### src/rtl/bcd_to_bin.sv
// Digit-serial BCD-to-binary converter: takes NDIG BCD digits MSD first and
// accumulates acc = acc*10 + digit, presenting the result with a done pulse.
module bcd_to_bin #(
  parameter int unsigned NDIG  = 2,
  parameter int unsigned OUT_W = 7
) (
  input  logic             clk,
  input  logic             rst,
  input  logic             start,
  input  logic             digit_valid,
  input  logic [3:0]       digit,
  output logic             digit_ready,
  output logic             busy,
  output logic [OUT_W-1:0] bin_out,
  output logic             done,
  output logic             err
);

  localparam int unsigned EXT_W = OUT_W + 4;
  localparam int unsigned CNT_W = (NDIG < 2) ? 1 : $clog2(NDIG + 1);

  typedef enum logic [1:0] {
    IDLE    = 2'd0,
    COLLECT = 2'd1,
    DONE    = 2'd2
  } state_t;

  state_t           state;
  logic [OUT_W-1:0] acc;
  logic [CNT_W-1:0] cnt;

  logic             digit_ok;
  logic             accept;
  logic             last_digit;
  logic [EXT_W-1:0] acc_ext;
  logic [EXT_W-1:0] acc_sum;
  logic [OUT_W-1:0] acc_next;

  // acc*10 + digit at extended width; non-BCD digits contribute 0
  always_comb begin
    digit_ok   = (digit <= 4'd9);
    accept     = (state == COLLECT) && digit_valid && digit_ready;
    last_digit = (cnt == CNT_W'(NDIG - 1));
    acc_ext    = EXT_W'(acc);
    acc_sum    = (acc_ext << 3) + (acc_ext << 1) + EXT_W'(digit_ok ? digit : 4'd0);
    acc_next   = acc_sum[OUT_W-1:0];
  end

  // bin_out is loaded on the last accepting edge so it is valid alongside done
  always_ff @(posedge clk or posedge rst) begin
    if (rst) begin
      state       <= IDLE;
      acc         <= '0;
      cnt         <= '0;
      bin_out     <= '0;
      done        <= 1'b0;
      err         <= 1'b0;
      busy        <= 1'b0;
      digit_ready <= 1'b0;
    end else begin
      done <= 1'b0;
      case (state)
        IDLE: begin
          if (start) begin
            acc         <= '0;
            cnt         <= '0;
            err         <= 1'b0;
            busy        <= 1'b1;
            digit_ready <= 1'b1;
            state       <= COLLECT;
          end
        end
        COLLECT: begin
          if (accept) begin
            acc <= acc_next;
            cnt <= cnt + CNT_W'(1);
            if (!digit_ok) err <= 1'b1;
            if (last_digit) begin
              bin_out     <= acc_next;
              done        <= 1'b1;
              digit_ready <= 1'b0;
              state       <= DONE;
            end
          end
        end
        DONE: begin
          busy  <= 1'b0;
          state <= IDLE;
        end
        default: begin
          busy        <= 1'b0;
          digit_ready <= 1'b0;
          state       <= IDLE;
        end
      endcase
    end
  end

endmodule

### config.mk
export PLATFORM = sky130hd
export DESIGN_NAME = bcd_to_bin
export DESIGN_NICKNAME = d
export VERILOG_FILES = /design/src/rtl/bcd_to_bin.sv
export SDC_FILE = /design/constraint.sdc
export NUM_CORES = 1
export LEC_CHECK = 0
export CELL_PAD_IN_SITES_DETAIL_PLACEMENT = 0
export CELL_PAD_IN_SITES_GLOBAL_PLACEMENT = 1
export CORE_MARGIN = 2
export CORE_UTILIZATION = 28
export CTS_CLUSTER_SIZE = 12
export DETAILED_ROUTE_END_ITERATION = 16
export DONT_BUFFER_PORTS = 1
export PLACE_DENSITY = 0.62
export SLEW_MARGIN = 20
export SYNTH_ARGS = -nofsm -noshare
export SYNTH_HDL_FRONTEND = slang
export SYNTH_SLANG_ARGS = --single-unit
### constraint.sdc
create_clock -name clk -period 2.1 [get_ports clk]
set_clock_uncertainty 0.05 [all_clocks]
set_input_delay 0.42 -clock clk [delete_from_list [all_inputs] [get_ports clk]]
set_output_delay 0.42 -clock clk [all_outputs]
set_load 0.03 [all_outputs]
==> results of run 1 <==
==> power by group through the flow <==
stage	combinational (mW)	sequential (mW)	clock [mW]
final	0.806	0.851	0.270
after global routing	0.916	0.878	0.294
after CTS	0.757	0.852	0.273
after detailed placement	0.753	0.859	0
after global placement	0.730	0.855	0
after floorplan	0.579	0.845	0
==> logic make-up after synthesis <==
| group | count (synthesis) |
|---|---|
| fa+ha+maj | 11 |
| buf+inv | 14 |
| mux | 1 |
| simple gates | 31 |
| compound gates | 22 |
| xor+xnor | 5 |
| flops | 21 |
==> placed cells by master, fill, tap and decap left out <==
cell,Yosys,final
o21ai_2,3,3
xnor2_1,5,3
fa_1,2,1
or2_2,1,1
nor2_1,4,3
buf_4,0,4
a21o_1,2,2
and4b_4,1,1
nand3_1,1,1
a22o_1,3,3
inv_1,11,9
ha_4,0,1
nand2b_1,2,2
a21oi_2,0,2
nand2_1,18,17
a21oi_1,5,3
o21ai_0,7,7
nor2_4,0,1
fa_2,0,1
o22a_1,1,1
a22o_2,1,1
ha_1,9,8
nand2_4,1,1
inv_4,1,1
nand2_2,0,1
nor3_1,1,1
clkbuf_8,0,3
xnor2_2,0,2
dfrtp_1,21,21
mux2_4,1,1
clkbuf_1,0,1
nor2b_1,2,2
inv_2,0,2
==> layout make-up <==
class                      instances  share of cell area
sequential                        21               0.416
clock buffer                       4              0.0357
timing repair buffer               4              0.0238
tap                               48              0.0476
multi-input combinational         70               0.439
inverter                          12              0.0377
==> timing repair <==
item	4_1_cts	5_1_grt
buffers inserted	0	0
pin swaps	2	4
setup endpoints to repair	3	5
gates resized for setup	1	6
==> critical path, delay by kind of cell, from the launching register on <==
| kind | cells | cell delay (ps) |
|---|---|---|
| XOR/XNOR | 1 | 90 |
| flip-flops | 1 | 370 |
| buffers and inverters | 2 | 90 |
| multiplexers | 1 | 250 |
| AO/OA/AOI/OAI | 2 | 340 |
| adder cells (fa/ha/maj) | 2 | 770 |
==> how the worst max path moves through the flow <==
stage                        start          to  slack, ps  cells after the start
after floorplan           digit[2]  bin_out[5]       -110                      9
after global placement    digit[2]  bin_out[5]       -160                      9
after detailed placement  digit[2]  bin_out[5]       -220                      9
after CTS                   acc[2]  bin_out[5]        -70                      8
after global routing        acc[2]  bin_out[5]        -50                      8
final                       acc[2]  bin_out[5]         30                      8
==> state kept, by name (all words and copies together) (netlist names) <==
register and count:
busy 1, acc 6, state 2, cnt 2, done 1, digit_ready 1, err 1, bin_out 7
==> routing by layer <==
layer,wire [um],track usage,share of wire,vias to the layer above
met5,0,0,0,-
met4,24,0.0306,0.011,0
met3,152,0.0524,0.069,5
met2,1010,0.183,0.46,19
met1,1000,0.143,0.46,344
li1,-,-,-,358
==> metrics by stage <==
stage	util	instance area [um^2]	hold WS, ps	worst slack (ps)
3_3_place_gp	0.319	1180	415	-157
6_report	0.340	1260	135	26.1
2_1_floorplan	-	1120	347	-113
3_5_place_dp	0.319	1180	432	-223
4_1_cts	0.332	1230	176	-66.8
5_1_grt	0.340	1260	197	-52.6
==> flow_summary.ini, run 1 <==
[die]
dieWidth_um = 66.7
num_rows = 22
die_area_um2 = 4450
start_util = 0.297
ios = 19
die_h_um = 66.7
core_area_um2 = 3720

[yosys]
synth-simple-area-share = 0.135
yosys-top-cells-count = 21 x dfrtp_1, 18 x nand2_1, 11 x inv_1, 9 x ha_1, 7 x o21ai_0
synth.most_common_cell = dfrtp_1
yosysWarnings = 0
syn_avg_cell_area_um2 = 10.5
ys_dominant_reg_cell = dfrtp_1
netlist.area_leader.share = 0.477
synth_cell_types = 24
ys_ff_latch = 21
synth_top_family_by_area = adder cells
syn_area_um2 = 1100
synth_edf_count = 0
synthCells = 105
synthXorXnorAreaFrac = 0.0397
synth-adder-area-share = 0.138
synth-seq-area-share = 0.477
synth.area.mux_share = 0.0136
syn_nets = 124
ys_top_cells_by_area = dfrtp_1 48%, ha_1 10%, nand2_1 6.1%
synth_compound_area_frac = 0.133
yosysTopAreaCell = dfrtp_1
async_reset_ff_frac = 1.00

[sta]
rsz0062_at_grt = true
setup_viol = 0
drv_slew = 0
worstMarginPinSlew_ps = 784
period_needed_ps = 2070
hold_viol_final = 0
max_freq_mhz = 482
post-route-period-util = 0.988
relSlewSlack = 0.477
fin_setup_tns_ps = 0

[job]
max_cap_viol_count = 0

[route]
drt-initial-drc-count = 15
wl_per_cell_um = 13.8
routed_via_density = 4.57
ant_nets = 0
first_pass_iters = 4
totalWireLength_mm = 2.19
num_vias = 726
drc_errors = 0

[power_and_ir_drop]
p_clk_frac = 0.140
pwr-share-seq = 0.442
p_leak_nw = 0.625
p_per_area_nw_per_um2 = 1530
power_mw = 1.93
ir_worst_vdd_uv = 646
p_sw_uw = 846
p_int_mw = 1.08
p_sw_frac = 0.439
pwr-share-comb = 0.418

[layout]
final_cell_count_no_fill = 159
final-seq-area_um2 = 526
nNetsFinal = 131
areaGrowthSynthToFinish_pct = 14.5
drive_gt1_frac = 0.234
multi_input_area_um2 = 554
fill_cells = 395
diodes = 0

[cts]
cts_tree = built
clk_latency_ps = 260
cts_buffers = 3
holdBufCountCts = 0
clock_path_buffers = 2
clock-sinks = 21
h-tree-depth = 1
path_clk_slew_ps = 80
cts-root-buf = clkbuf_8

[grt]
grt_pass1_vias = 777
grt_first_pass_wirelength_mm = 3.73
gr-total-overflow = 0
antenna_found_initial = 0
grt_usage = 0.116
grt_max_degree = 22

[worst_setup_path]
reg2reg_setup_slack_ps = 30
critPathMaxStageDelay_ps = 570
cp-end-kind = register
path_class = reg -> reg
crit_fanout = 2
cp_cell_sequence = inv_2 -> fa_2 -> inv_2 -> ha_4 -> a21o_1 -> a21oi_2 -> xnor2_2 -> mux2_4
r2r_start = acc[2]
cp.arrival_ps = 2170
startpoint_type = register
cp_common_cell = inv_2
reg2reg_depth = 8
r2r-end = bin_out[5]
slowest_stage = fa_2
worstPathRequired_ps = 2200

[placed_design]
dp_hpwl_mm = 1.65
gp_congestion = 0.729
io_buffers = 0
placed_cells = 155

[worst_hold_path]
hp-class = in -> async

[outcome]
status = finished clean
Power figures use the tool's default switching activity.
==> run 2, diff against run 1 <==
--- a/config.mk
+++ b/config.mk
@@ -7,5 +7,6 @@
 export LEC_CHECK = 0
+export ABC_AREA = 1
 export CELL_PAD_IN_SITES_DETAIL_PLACEMENT = 0
 export CELL_PAD_IN_SITES_GLOBAL_PLACEMENT = 1
-export CORE_MARGIN = 2
+export CORE_MARGIN = 8
 export CORE_UTILIZATION = 28
@@ -14,3 +15,3 @@
 export DONT_BUFFER_PORTS = 1
-export PLACE_DENSITY = 0.62
+export PLACE_DENSITY = 0.63
 export SLEW_MARGIN = 20
--- a/constraint.sdc
+++ b/constraint.sdc
@@ -4,2 +4,2 @@
 set_output_delay 0.42 -clock clk [all_outputs]
-set_load 0.03 [all_outputs]
+set_load 0.1 [all_outputs]
==> run 2 against run 1 <==
Effect of this change:
- register-to-register slack gained 130 ps
- area after synthesis rose by 4.3%
- synthesized cell count rose by 20%
- non-clock buffer count increased by 8
- cell area grew 6.4%
- die area grew 44%
- via count increased by 14%
==> flow_summary.ini, run 2 <==
[worst_setup_path]
cp-end-kind = register
reg2reg_setup_slack_ps = 150
crit_fanout = 2
cp.arrival_ps = 2040
reg2reg_depth = 8
path_class = reg -> reg
r2r-end = acc[5]
worstPathRequired_ps = 2200
startpoint_type = register
r2r_start = acc[0]

[yosys]
yosys-top-cells-count = 35 x nand2_1, 21 x dfrtp_1, 18 x inv_1, 9 x ha_1, 8 x nand3_1
synth_edf_count = 0
synth-seq-area-share = 0.457
syn_avg_cell_area_um2 = 9.13
synth.most_common_cell = nand2_1
yosysWarnings = 0
async_reset_ff_frac = 1.00
syn_nets = 145
synth_cell_types = 21
ys_top_cells_by_area = dfrtp_1 46%, nand2_1 11%, ha_1 9.8%
yosysTopAreaCell = dfrtp_1
netlist.area_leader.share = 0.457
ys_ff_latch = 21
synthCells = 126
ys_dominant_reg_cell = dfrtp_1
syn_area_um2 = 1150

[die]
ios = 19
die_area_um2 = 6410
dieWidth_um = 80.1
num_rows = 23
die_h_um = 80.1
start_util = 0.290
core_area_um2 = 3970

[route]
drc_errors = 0
wl_per_cell_um = 11.7
num_vias = 826
ant_nets = 0
first_pass_iters = 4
routed_via_density = 4.32
totalWireLength_mm = 2.23
drt-initial-drc-count = 39

[grt]
grt_pass1_vias = 820
antenna_found_initial = 0
grt_first_pass_wirelength_mm = 3.76
gr-total-overflow = 0
grt_usage = 0.0724
grt_max_degree = 22

[sta]
period_needed_ps = 1950
rsz0062_at_grt = false
fin_hold_ws_ps = 136
max_freq_mhz = 514
setup_viol = 0
relSlewSlack = 0.482
hold_viol_final = 0
drv_slew = 0
post-route-period-util = 0.927
worstMarginPinSlew_ps = 776

[layout]
final_cell_count_no_fill = 191
layout_common_cells = 35 x nand2_1, 21 x dfrtp_1, 18 x inv_1
nNetsFinal = 161
largest_reg_flops = 7
mostFrequentLayoutCell = nand2_1
regMostFlops = bin_out
areaGrowthSynthToFinish_pct = 16.9
diodes = 0
final_area_um2 = 1340
largestRegisters = bin_out x7, acc x6
drive_gt1_frac = 0.227
fill_cells = 416

[cts]
cts_setup_buffers = 0
h-tree-depth = 1
path_clk_slew_ps = 80
cts_tree = built
clock-sinks = 21
cts_buffers = 3
cts-root-buf = clkbuf_8
clock_path_buffers = 2
clk_latency_ps = 260

[outcome]
status = finished clean

[placed_design]
placedInstanceArea_um2 = 1290
dp_hpwl_mm = 1.79
placed_cells = 187
gp_congestion = 0.738
io_buffers = 0

[job]
max_cap_viol_count = 0

[worst_hold_path]
hp-class = in -> async
[run 2: cell types whose count changed in the layout (fill, tap and decap cells not counted), moves of 3 or more]
cell | previous run | this run
nand2_1 | 17 | 35
buf_4 | 4 | 12
nand2_2 | 1 | 4
o21ai_1 | 0 | 3
o21ai_0 | 7 | 0
a22o_1 | 3 | 0
nand3_1 | 1 | 8
inv_1 | 9 | 18
o22ai_1 | 0 | 4
[run 2: layout make-up]
| class | instances | area, um^2 | share of cell area |
|---|---|---|---|
| Clock buffer | 3 | 41.3 | 0.0307 |
| Clock inverter | 1 | 5.00 | 0.00372 |
| Inverter | 21 | 81.3 | 0.0605 |
| Multi-Input combinational cell | 83 | 538 | 0.400 |
| Sequential cell | 21 | 526 | 0.391 |
| Tap cell | 50 | 62.6 | 0.0466 |
| Timing Repair Buffer | 12 | 90.1 | 0.0670 |
[run 2: how the worst max path moves through the flow]
stage	startpoint	endpoint	slack (ps)
after CTS	acc[0]	bin_out[6]	90
after detailed placement	digit[2]	bin_out[6]	-50
after floorplan	digit[2]	bin_out[6]	8
after global placement	digit[2]	bin_out[6]	-30
final	acc[0]	acc[5]	150
after global routing	acc[0]	bin_out[6]	20
[run 2: logic make-up (layout without fill, tap and decap cells)]
logic type | count (synthesis) | in the layout | share of synthesized area
AO/OA/AOI/OAI | 14 | 14 | 0.0783
AND/OR/NAND/NOR | 57 | 57 | 0.244
buffers and inverters | 22 | 37 | 0.0805
XOR/XNOR | 1 | 1 | 0.00762
adder cells (fa/ha/maj) | 11 | 11 | 0.133
flip-flops | 21 | 21 | 0.457
[run 2: layer usage]
metal  up-vias  wire [um]  track usage
met5         -          0            0
met4         0          6       0.0109
met3         2        187       0.0368
met2        22        987        0.114
met1       371       1050       0.0876
li1        431          -            -
[run 2: timing repair]
item | 4_1_cts | 5_1_grt
endpoints found under the setup margin | 0 | 3
gates resized for setup | 0 | 1
hold buffers | 0 | 0
[run 2: worst max-delay path, stage by stage (launching register included)]
cell and delay [ps]:
dfrtp_1 370, inv_1 80, fa_1 600, inv_1 60
ha_1 290, nand3_1 110, nand3b_1 110, nand3_1 90
o21ai_1 60
[run 2: per-stage QoR]
step,setup TNS (ps),worst slack [ps],util
2_1_floorplan,0,8.09,-
3_3_place_gp,-28.7,-26.6,0.326
3_5_place_dp,-61.3,-46.2,0.326
4_1_cts,0,93.4,0.338
5_1_grt,0,24.9,0.338
6_report,0,154,0.338
Power of run 2 is left out: the tool's default activity adds up to more than one toggle a clock period on the data nets, which glitch-free logic cannot reach.
==> run 3, diff against run 2 <==
- MAX_ROUTING_LAYER: not set -> met4
- RECOVER_POWER: not set -> 25
==> run 3 against run 2 <==
Effect of this change:
- wire length grew 0.45%
- worst setup slack hardly changed
- non-clock buffer count stayed put
- sequential share of layout area unchanged
- worst hold slack hardly changed
- first-iteration DRC count grew 28%
- sequential cell count unchanged
- global-route usage increased by 0.21 points
- critical path type unchanged
- largest cell class unchanged
==> flow_summary.ini, run 3 (synthesized netlist as in run 2, its figures left out) <==
[die]
die_h_um = 80.1
core_area_um2 = 3970
ios = 19
die_area_um2 = 6410
dieWidth_um = 80.1
start_util = 0.290
num_rows = 23

[route]
first_pass_iters = 4
totalWireLength_mm = 2.24
routed_via_density = 4.32
drc_errors = 0
ant_nets = 0
num_vias = 826
wl_per_cell_um = 11.7
drt-initial-drc-count = 50

[worst_setup_path]
reg2reg_setup_slack_ps = 150
startpoint_type = register
worstPathRequired_ps = 2200
crit_fanout = 2
r2r-end = acc[5]
critical_path.startpoint = acc[0]
cp-end-kind = register
path_class = reg -> reg
cp.arrival_ps = 2040
r2r_start = acc[0]
reg2reg_depth = 8

[layout]
finalCoreUtilization = 0.338
regMostFlops = bin_out
layout_common_cells = 35 x nand2_1, 21 x dfrtp_1, 18 x inv_1
drive_gt1_frac = 0.227
areaGrowthSynthToFinish_pct = 16.9
largestRegisters = bin_out x7, acc x6
nNetsFinal = 161
diodes = 0
mostFrequentLayoutCell = nand2_1
fill_cells = 416
largest_reg_flops = 7

[grt]
met2_usage = 0.114
grtUsageMet1 = 0.0922
antenna_found_initial = 0
grt_first_pass_wirelength_mm = 3.76
grt_pass1_vias = 818
met3_usage = 0.0290
gr-total-overflow = 0
grt-busiest-layer = met2
grt_usage = 0.0745
grt_max_degree = 22

[cts]
cts-root-buf = clkbuf_8
cts_buffers = 3
path_clk_slew_ps = 80
clk_latency_ps = 260
clock-sinks = 21
h-tree-depth = 1
holdBufCountCts = 0
clock_path_buffers = 2
cts_tree = built

[worst_hold_path]
hp-class = in -> async

[sta]
post-route-period-util = 0.927
period_needed_ps = 1950
setup_viol = 0
worstMarginPinSlew_ps = 776
drv_slew = 0
hold_viol_final = 0
relSlewSlack = 0.482
rsz0062_at_grt = false
max_freq_mhz = 514

[placed_design]
io_buffers = 0
dp_hpwl_mm = 1.79
gp_congestion = 0.748

[job]
max_cap_viol_count = 0

[outcome]
status = finished clean
==> run 3: critical path, stage by stage (launching register included) <==
cell and delay, ps:
dfrtp_1 370, inv_1 80, fa_1 600, inv_1 60, ha_1 290, nand3_1 110
nand3b_1 110, nand3_1 90, o21ai_1 60
==> run 3: layout make-up <==
| cell class | instances | area (um^2) | area share |
|---|---|---|---|
| sequential | 21 | 526 | 0.391 |
| multi-input combinational | 83 | 538 | 0.400 |
| inverter | 21 | 81.3 | 0.0605 |
| timing repair buffer | 12 | 90.1 | 0.0670 |
| clock inverter | 1 | 5.00 | 0.00372 |
| tap | 50 | 62.6 | 0.0466 |
| clock buffer | 3 | 41.3 | 0.0307 |
==> run 3: per-layer routing <==
metal  share of wire  wire length [um]
met5               0                 0
met1            0.49              1100
met2            0.44               988
met4          0.0027                 6
met3           0.065               145
==> run 3: worst max path at each step <==
stage | to | cells after the start
after floorplan | bin_out[6] | 10
after global placement | bin_out[6] | 10
after detailed placement | bin_out[6] | 10
after CTS | bin_out[6] | 9
after global routing | bin_out[6] | 9
final | acc[5] | 8
==> run 3: metrics by stage <==
step           setup slack (ps)  cell area (um^2)  hold slack (ps)  instances  TNS [ps]
3_5_place_dp              -46.2              1290              421        187     -61.3
5_1_grt                    24.9              1340              214        191         0
3_3_place_gp              -26.6              1290              411        187     -28.7
2_1_floorplan              8.09              1150              347        126         0
6_report                    154              1340              136        191         0
4_1_cts                    93.4              1340              169        191         0
==> run 3: timing repair <==
action	4_1_cts	5_1_grt
gates resized for setup	0	1
setup buffers	0	0
setup endpoints to repair	0	3
Power of run 3 is left out for the same reason.
